### src/rtl/fixed_to_float.sv
// Pipelined int32 -> IEEE-754 single converter, round to nearest even, global-stall AXI-Stream handshake.
// Four compute stages followed by LATENCY-4 delay registers so the total latency matches the IP it replaces.
module fixed_to_float #(
    parameter int SIZE    = 32,
    parameter int LATENCY = 7
) (
    input  logic            aclk,
    input  logic            aresetn,
    input  logic [SIZE-1:0] s_axis_a_tdata,
    input  logic            s_axis_a_tvalid,
    output logic            s_axis_a_tready,
    output logic [SIZE-1:0] m_axis_result_tdata,
    output logic            m_axis_result_tvalid,
    input  logic            m_axis_result_tready
);

    if (SIZE != 32) begin : g_bad_size
        $error("fixed_to_float: SIZE must be 32");
    end
    if (LATENCY < 4) begin : g_bad_latency
        $error("fixed_to_float: LATENCY must be >= 4");
    end

    function automatic logic [4:0] clz(input logic [31:0] v);
        logic [4:0] n;
        logic       found;
        n     = 5'd0;
        found = 1'b0;
        for (int i = 31; i >= 0; i--) begin
            if (!found && v[i]) begin
                found = 1'b1;
                n     = 5'(31 - i);
            end
        end
        return n;
    endfunction

    // Carry out of the mantissa bumps the exponent; 159 is the largest reachable value.
    function automatic logic [31:0] round_pack(input logic s, input logic z,
                                               input logic [7:0] e, input logic [22:0] f,
                                               input logic g, input logic st);
        logic        up;
        logic [23:0] sum;
        logic [7:0]  e2;
        up  = g & (st | f[0]);
        sum = {1'b0, f} + {23'd0, up};
        e2  = e + {7'd0, sum[23]};
        if (z)
            return 32'h0000_0000;
        return {s, e2, sum[22:0]};
    endfunction

    logic        advance;
    logic [31:0] out_data;
    logic        out_vld;

    assign advance         = m_axis_result_tready || !m_axis_result_tvalid;
    assign s_axis_a_tready = advance;

    logic signed [31:0] x;
    logic [31:0]        mag_in;
    assign x      = s_axis_a_tdata;
    assign mag_in = x[31] ? 32'(-x) : 32'(x);

    logic        vld_p1, sign_p1, zero_p1;
    logic [31:0] mag_p1;
    logic        vld_p2, sign_p2, zero_p2;
    logic [31:0] mag_p2;
    logic [4:0]  lz_p2;
    logic        vld_p3, sign_p3, zero_p3, g_p3, st_p3;
    logic [7:0]  exp_p3;
    logic [22:0] frac_p3;
    logic        vld_p4;
    logic [31:0] res_p4;

    logic [30:0] norm;
    assign norm = 31'(mag_p2 << lz_p2);

    always_ff @(posedge aclk or posedge aresetn) begin
        if (aresetn) begin
            vld_p1  <= 1'b0;
            sign_p1 <= 1'b0;
            zero_p1 <= 1'b0;
            mag_p1  <= '0;
            vld_p2  <= 1'b0;
            sign_p2 <= 1'b0;
            zero_p2 <= 1'b0;
            mag_p2  <= '0;
            lz_p2   <= '0;
            vld_p3  <= 1'b0;
            sign_p3 <= 1'b0;
            zero_p3 <= 1'b0;
            g_p3    <= 1'b0;
            st_p3   <= 1'b0;
            exp_p3  <= '0;
            frac_p3 <= '0;
            vld_p4  <= 1'b0;
            res_p4  <= '0;
        end else if (advance) begin
            // p1: sign / magnitude / zero
            vld_p1  <= s_axis_a_tvalid;
            sign_p1 <= x[31];
            zero_p1 <= (x == 0);
            mag_p1  <= mag_in;
            // p2: leading-zero count
            vld_p2  <= vld_p1;
            sign_p2 <= sign_p1;
            zero_p2 <= zero_p1;
            mag_p2  <= mag_p1;
            lz_p2   <= clz(mag_p1);
            // p3: normalise, split into mantissa / guard / sticky
            vld_p3  <= vld_p2;
            sign_p3 <= sign_p2;
            zero_p3 <= zero_p2;
            exp_p3  <= 8'd158 - {3'd0, lz_p2};
            frac_p3 <= norm[30:8];
            g_p3    <= norm[7];
            st_p3   <= |norm[6:0];
            // p4: round and pack
            vld_p4  <= vld_p3;
            res_p4  <= round_pack(sign_p3, zero_p3, exp_p3, frac_p3, g_p3, st_p3);
        end
    end

    if (LATENCY > 4) begin : g_dly
        localparam int D = LATENCY - 4;
        logic [31:0] dly_data [D];
        logic        dly_vld  [D];

        always_ff @(posedge aclk or posedge aresetn) begin
            if (aresetn) begin
                for (int i = 0; i < D; i++) begin
                    dly_data[i] <= '0;
                    dly_vld[i]  <= 1'b0;
                end
            end else if (advance) begin
                dly_data[0] <= res_p4;
                dly_vld[0]  <= vld_p4;
                for (int i = 1; i < D; i++) begin
                    dly_data[i] <= dly_data[i-1];
                    dly_vld[i]  <= dly_vld[i-1];
                end
            end
        end

        assign out_data = dly_data[D-1];
        assign out_vld  = dly_vld[D-1];
    end else begin : g_nodly
        assign out_data = res_p4;
        assign out_vld  = vld_p4;
    end

    assign m_axis_result_tdata  = out_data;
    assign m_axis_result_tvalid = out_vld;

endmodule

### config.mk
export PLATFORM = sky130hd
export DESIGN_NAME = fixed_to_float
export DESIGN_NICKNAME = d
export VERILOG_FILES = /design/src/rtl/fixed_to_float.sv
export SDC_FILE = /design/constraint.sdc
export NUM_CORES = 1
export LEC_CHECK = 0
export CAP_MARGIN = 30
export CORE_AREA = 2 2 205 156
export CTS_CLUSTER_SIZE = 14
export DETAILED_ROUTE_END_ITERATION = 16
export DIE_AREA = 0 0 207 158
export GPL_TIMING_DRIVEN = 0
export PLACE_DENSITY = 0.57
export SYNTH_ARGS = -nofsm -noshare
export SYNTH_HDL_FRONTEND = slang
export SYNTH_SLANG_ARGS = --single-unit
### constraint.sdc
create_clock -name aclk -period 10.05 [get_ports aclk]
set_input_delay 2.01 -clock aclk [delete_from_list [all_inputs] [get_ports aclk]]
set_output_delay 2.01 -clock aclk [all_outputs]
set_load 0.02 [all_outputs]
==> results.json <==
{
  "status": "completed",
  "worst_pin_slew_ns": 0.9862,
  "async_flop_share_pct": 100.0,
  "multi_input_area_um2": 5469,
  "worstPathArrival_ns": 5.18,
  "timing.setup.tns_ns": 0,
  "start_util_pct": 39.37,
  "clock_skew_ns": 0.01378,
  "cp-startpoint": "m_axis_result_tready",
  "ys_warn_count": 0,
  "numCtsBuffers": 26,
  "synth_top_area_cell": "dfrtp_1",
  "cts_max_path_buffers": 3,
  "place_hpwl_mm": 24.95,
  "rsz0062_at_grt": "no",
  "leakage_nw": 6.531,
  "cts-root-buf": "clkbuf_16",
  "first_pass_iters": 6,
  "antenna_found_initial": 0,
  "syn_area_um2": 12140,
  "antenna_cells": 0,
  "hold_path_class": "register to register",
  "yosysTopAreaCellShare_pct": 49.89,
  "rows": 56,
  "critPathLaunchType": "input port",
  "maxSlewHeadroom_pct": 34.25,
  "cts_tree": "done",
  "place_congestion": 0.9208,
  "ff2ff_path_depth": 7,
  "crit_path_top_delay_cell": "clkbuf_1",
  "vias": 9829,
  "grt.overflow.total": 0,
  "path_clk_slew_ns": 0.06,
  "grt_use_met3_pct": 2.857,
  "drt-total-wl_mm": 33.48,
  "layoutNonFillerInstCount": 1899,
  "synthTopCellsByArea": "dfrtp_1 (50%), nand2_1 (16%), o21ai_0 (3.6%)",
  "crit_path_end_kind": "primary output",
  "critPathKind": "input port to primary output",
  "ys_ff_latch": 242,
  "period_share_pct": 71.56,
  "synth-seq-area-share_pct": 49.89,
  "syn_inst": 1376,
  "boundaryPins": 70,
  "slowest_delay_ns": 0.74,
  "grt_pass1_wl_mm": 53.65,
  "fin_crit_ns": 7.192,
  "synth-edff-count": 0,
  "fmaxAchievable_mhz": 139.0,
  "yosys_most_used_dff": "dfrtp_1",
  "post_synth_num_cell_types": 61,
  "maxCapViolations": 0,
  "cp_num_buf_inv": 6,
  "grt_busiest_layer": "met1",
  "dieArea_um2": 32710,
  "timing.rr.end": "frac_p3[7]",
  "slew_violations": 0,
  "critPathMostFrequentCell": "clkbuf_1",
  "setup_viol": 0,
  "antenna_left": 0,
  "wire_per_inst_um": 17.63,
  "clock-sinks": 242,
  "die_w_um": 207,
  "area_growth_pct": 17.92,
  "cts_resized": 0,
  "cp.required_ns": 8.04,
  "num-fill-cells": 3103,
  "ff_latch_area_um2": 6056,
  "fp.coreArea_um2": 30830,
  "vdd_drop_max_mv": 0.1322,
  "powerDensity_nw_per_um2": 328.3,
  "syn_nets": 1417,
  "endpoint": "s_axis_a_tready",
  "chipHeight_um": 158,
  "postLayoutCoreUtil_pct": 46.42,
  "met2_usage_pct": 29.59,
  "grt_use_met1_pct": 33.27,
  "fin_hold_ws_ns": 0.4631,
  "hold_buffers": 0,
  "h-tree-depth": 1,
  "critPathTopFamily": "buffers and inverters",
  "drive_gt1_share_pct": 8.707,
  "clk_latency_ns": 0.54,
  "track_usage_pct": 20.83,
  "drt_iter0_drc": 704,
  "reg2reg_from": "lz_p2[0]",
  "hold_viol": 0,
  "grt_max_degree": 127,
  "cp_max_fo": 10,
  "syn_area_per_cell_um2": 8.821,
  "placed_cells": 1853,
  "grt_pass1_vias": 9306,
  "vias_per_cell": 5.176,
  "nets": 1516,
  "route.detailed.drc": 0,
  "io_buffers": 69,
  "post-cts-setup-buffers": 0,
  "rrSetupSlack_ns": 7.06,
  "cp_num_cells": 7,
  "cp_cell_sequence": "clkdlybuf4s50_1 -> nor2b_1 -> clkbuf_1 -> inv_1 -> clkbuf_1 -> clkbuf_1 -> clkdlybuf4s50_1"
}
==> cells in the mapped netlist, types with 3 or more instances <==
cell type / instances
o41ai_1: 4
ha_1: 5
o21ai_0: 88
nor2_1: 52
nor3_1: 10
o22ai_1: 3
nor4_1: 9
and3_1: 3
o21ai_1: 8
inv_1: 15
a211oi_1: 6
o31ai_1: 13
o211ai_1: 5
a21oi_1: 34
buf_4: 33
xnor2_1: 15
or4_1: 4
a221oi_1: 3
nor2b_1: 9
nand3b_1: 6
or4_4: 4
o21bai_1: 3
buf_1: 10
mux2_2: 19
and2_1: 4
clkbuf_1: 57
nand2b_1: 8
nand4_1: 10
xor2_1: 44
mux2i_1: 34
mux4_2: 13
nand3_1: 19
buf_2: 5
nand2_1: 531
dfrtp_1: 242
a31oi_1: 4
o21a_1: 6
a22o_1: 4
and4_1: 3
==> report_power, final <==
| group | internal [mW] | total (mW) | switching (mW) |
|---|---|---|---|
| combinational | 0.808 | 1.96 | 1.16 |
| sequential | 1.39 | 1.71 | 0.320 |
| clock | 0.623 | 1.02 | 0.399 |
| total | 2.82 | 4.70 | 1.88 |
==> cell families after synthesis <==
kind of cell               count (synthesis)  synth area share [%]
DFF                                      242                 49.89
xor gates and xnor gates                  59                 4.257
muxes                                     66                 6.979
AOI/OAI and AO/OA                        198                 9.958
and+or+nand+nor                          682                 23.35
adders and majority gates                  5                0.5154
buffers and inverters                    124                 5.051
==> flip-flops by register name (all words and copies together), names as in the netlist, 2 cells and up <==
register	cells
mag_p1	32
mag_p2	31
g_dly.dly_vld	2
g_dly.dly_data	64
lz_p2	5
frac_p3	23
res_p4	32
m_axis_result_tdata	32
exp_p3	8
==> placed cells by master, fill, tap and decap left out, types with 13 or more instances in the layout <==
master,Yosys,routed
dfrtp_1,242,242
o21ai_0,88,88
nor2_1,52,52
nand3_1,19,19
nand2_1,531,531
xor2_1,44,44
o31ai_1,13,13
clkdlybuf4s50_1,0,69
mux2_2,19,19
mux2i_1,34,34
clkbuf_1,57,61
clkbuf_16,0,27
mux4_2,13,13
inv_1,15,14
buf_4,33,33
xnor2_1,15,15
a21oi_1,34,34
==> worst register-to-register path: stages (launching register included) <==
cell,delay [ns]
dfrtp_1,0.48
buf_1,0.64
buf_2,0.46
mux2i_1,0.24
mux2i_1,0.14
a21oi_1,0.52
a21oi_1,0.17
a22o_1,0.23
==> final cells by class <==
cell class	count	share of cell area, %
Timing Repair Buffer	71	5.210
Inverter	17	0.4983
Clock inverter	7	0.7868
Sequential cell	242	42.31
Multi-Input combinational cell	1010	38.21
Tap cell	406	3.549
Clock buffer	39	5.595
Buffer	107	3.838
==> per-layer routing <==
metal  share of wire (%)  vias up  routed length [µm]
met5                   0        -                   0
met4                 1.6        0                 539
met3                 5.0       33                1670
met2                  40      213               13490
met1                  53     4832               17780
li1                    -     4751                   -
==> metrics by stage <==
step | cell area, µm² | setup WS (ns) | power, mW
global placement | 13340 | -1.906 | 3.655
global route | 14310 | 2.842 | 5.035
floorplan | 12140 | 1.395 | 2.985
detailed placement | 13400 | 2.932 | 3.680
finish | 14310 | 2.858 | 4.698
CTS | 14310 | 2.926 | 4.716
==> worst min path at each step <==
stage / cells after the start / endpoint / start
2_1_floorplan: 2 / g_dly.dly_vld[1] / g_dly.dly_vld[1]
3_3_place_gp: 2 / g_dly.dly_vld[1] / g_dly.dly_vld[1]
3_5_place_dp: 2 / g_dly.dly_data[42] / g_dly.dly_data[74]
4_1_cts: 2 / m_axis_result_tdata[21] / g_dly.dly_data[53]
5_1_grt: 2 / g_dly.dly_data[84] / res_p4[20]
6_report: 2 / g_dly.dly_data[42] / g_dly.dly_data[74]
Power figures use the tool's default switching activity.
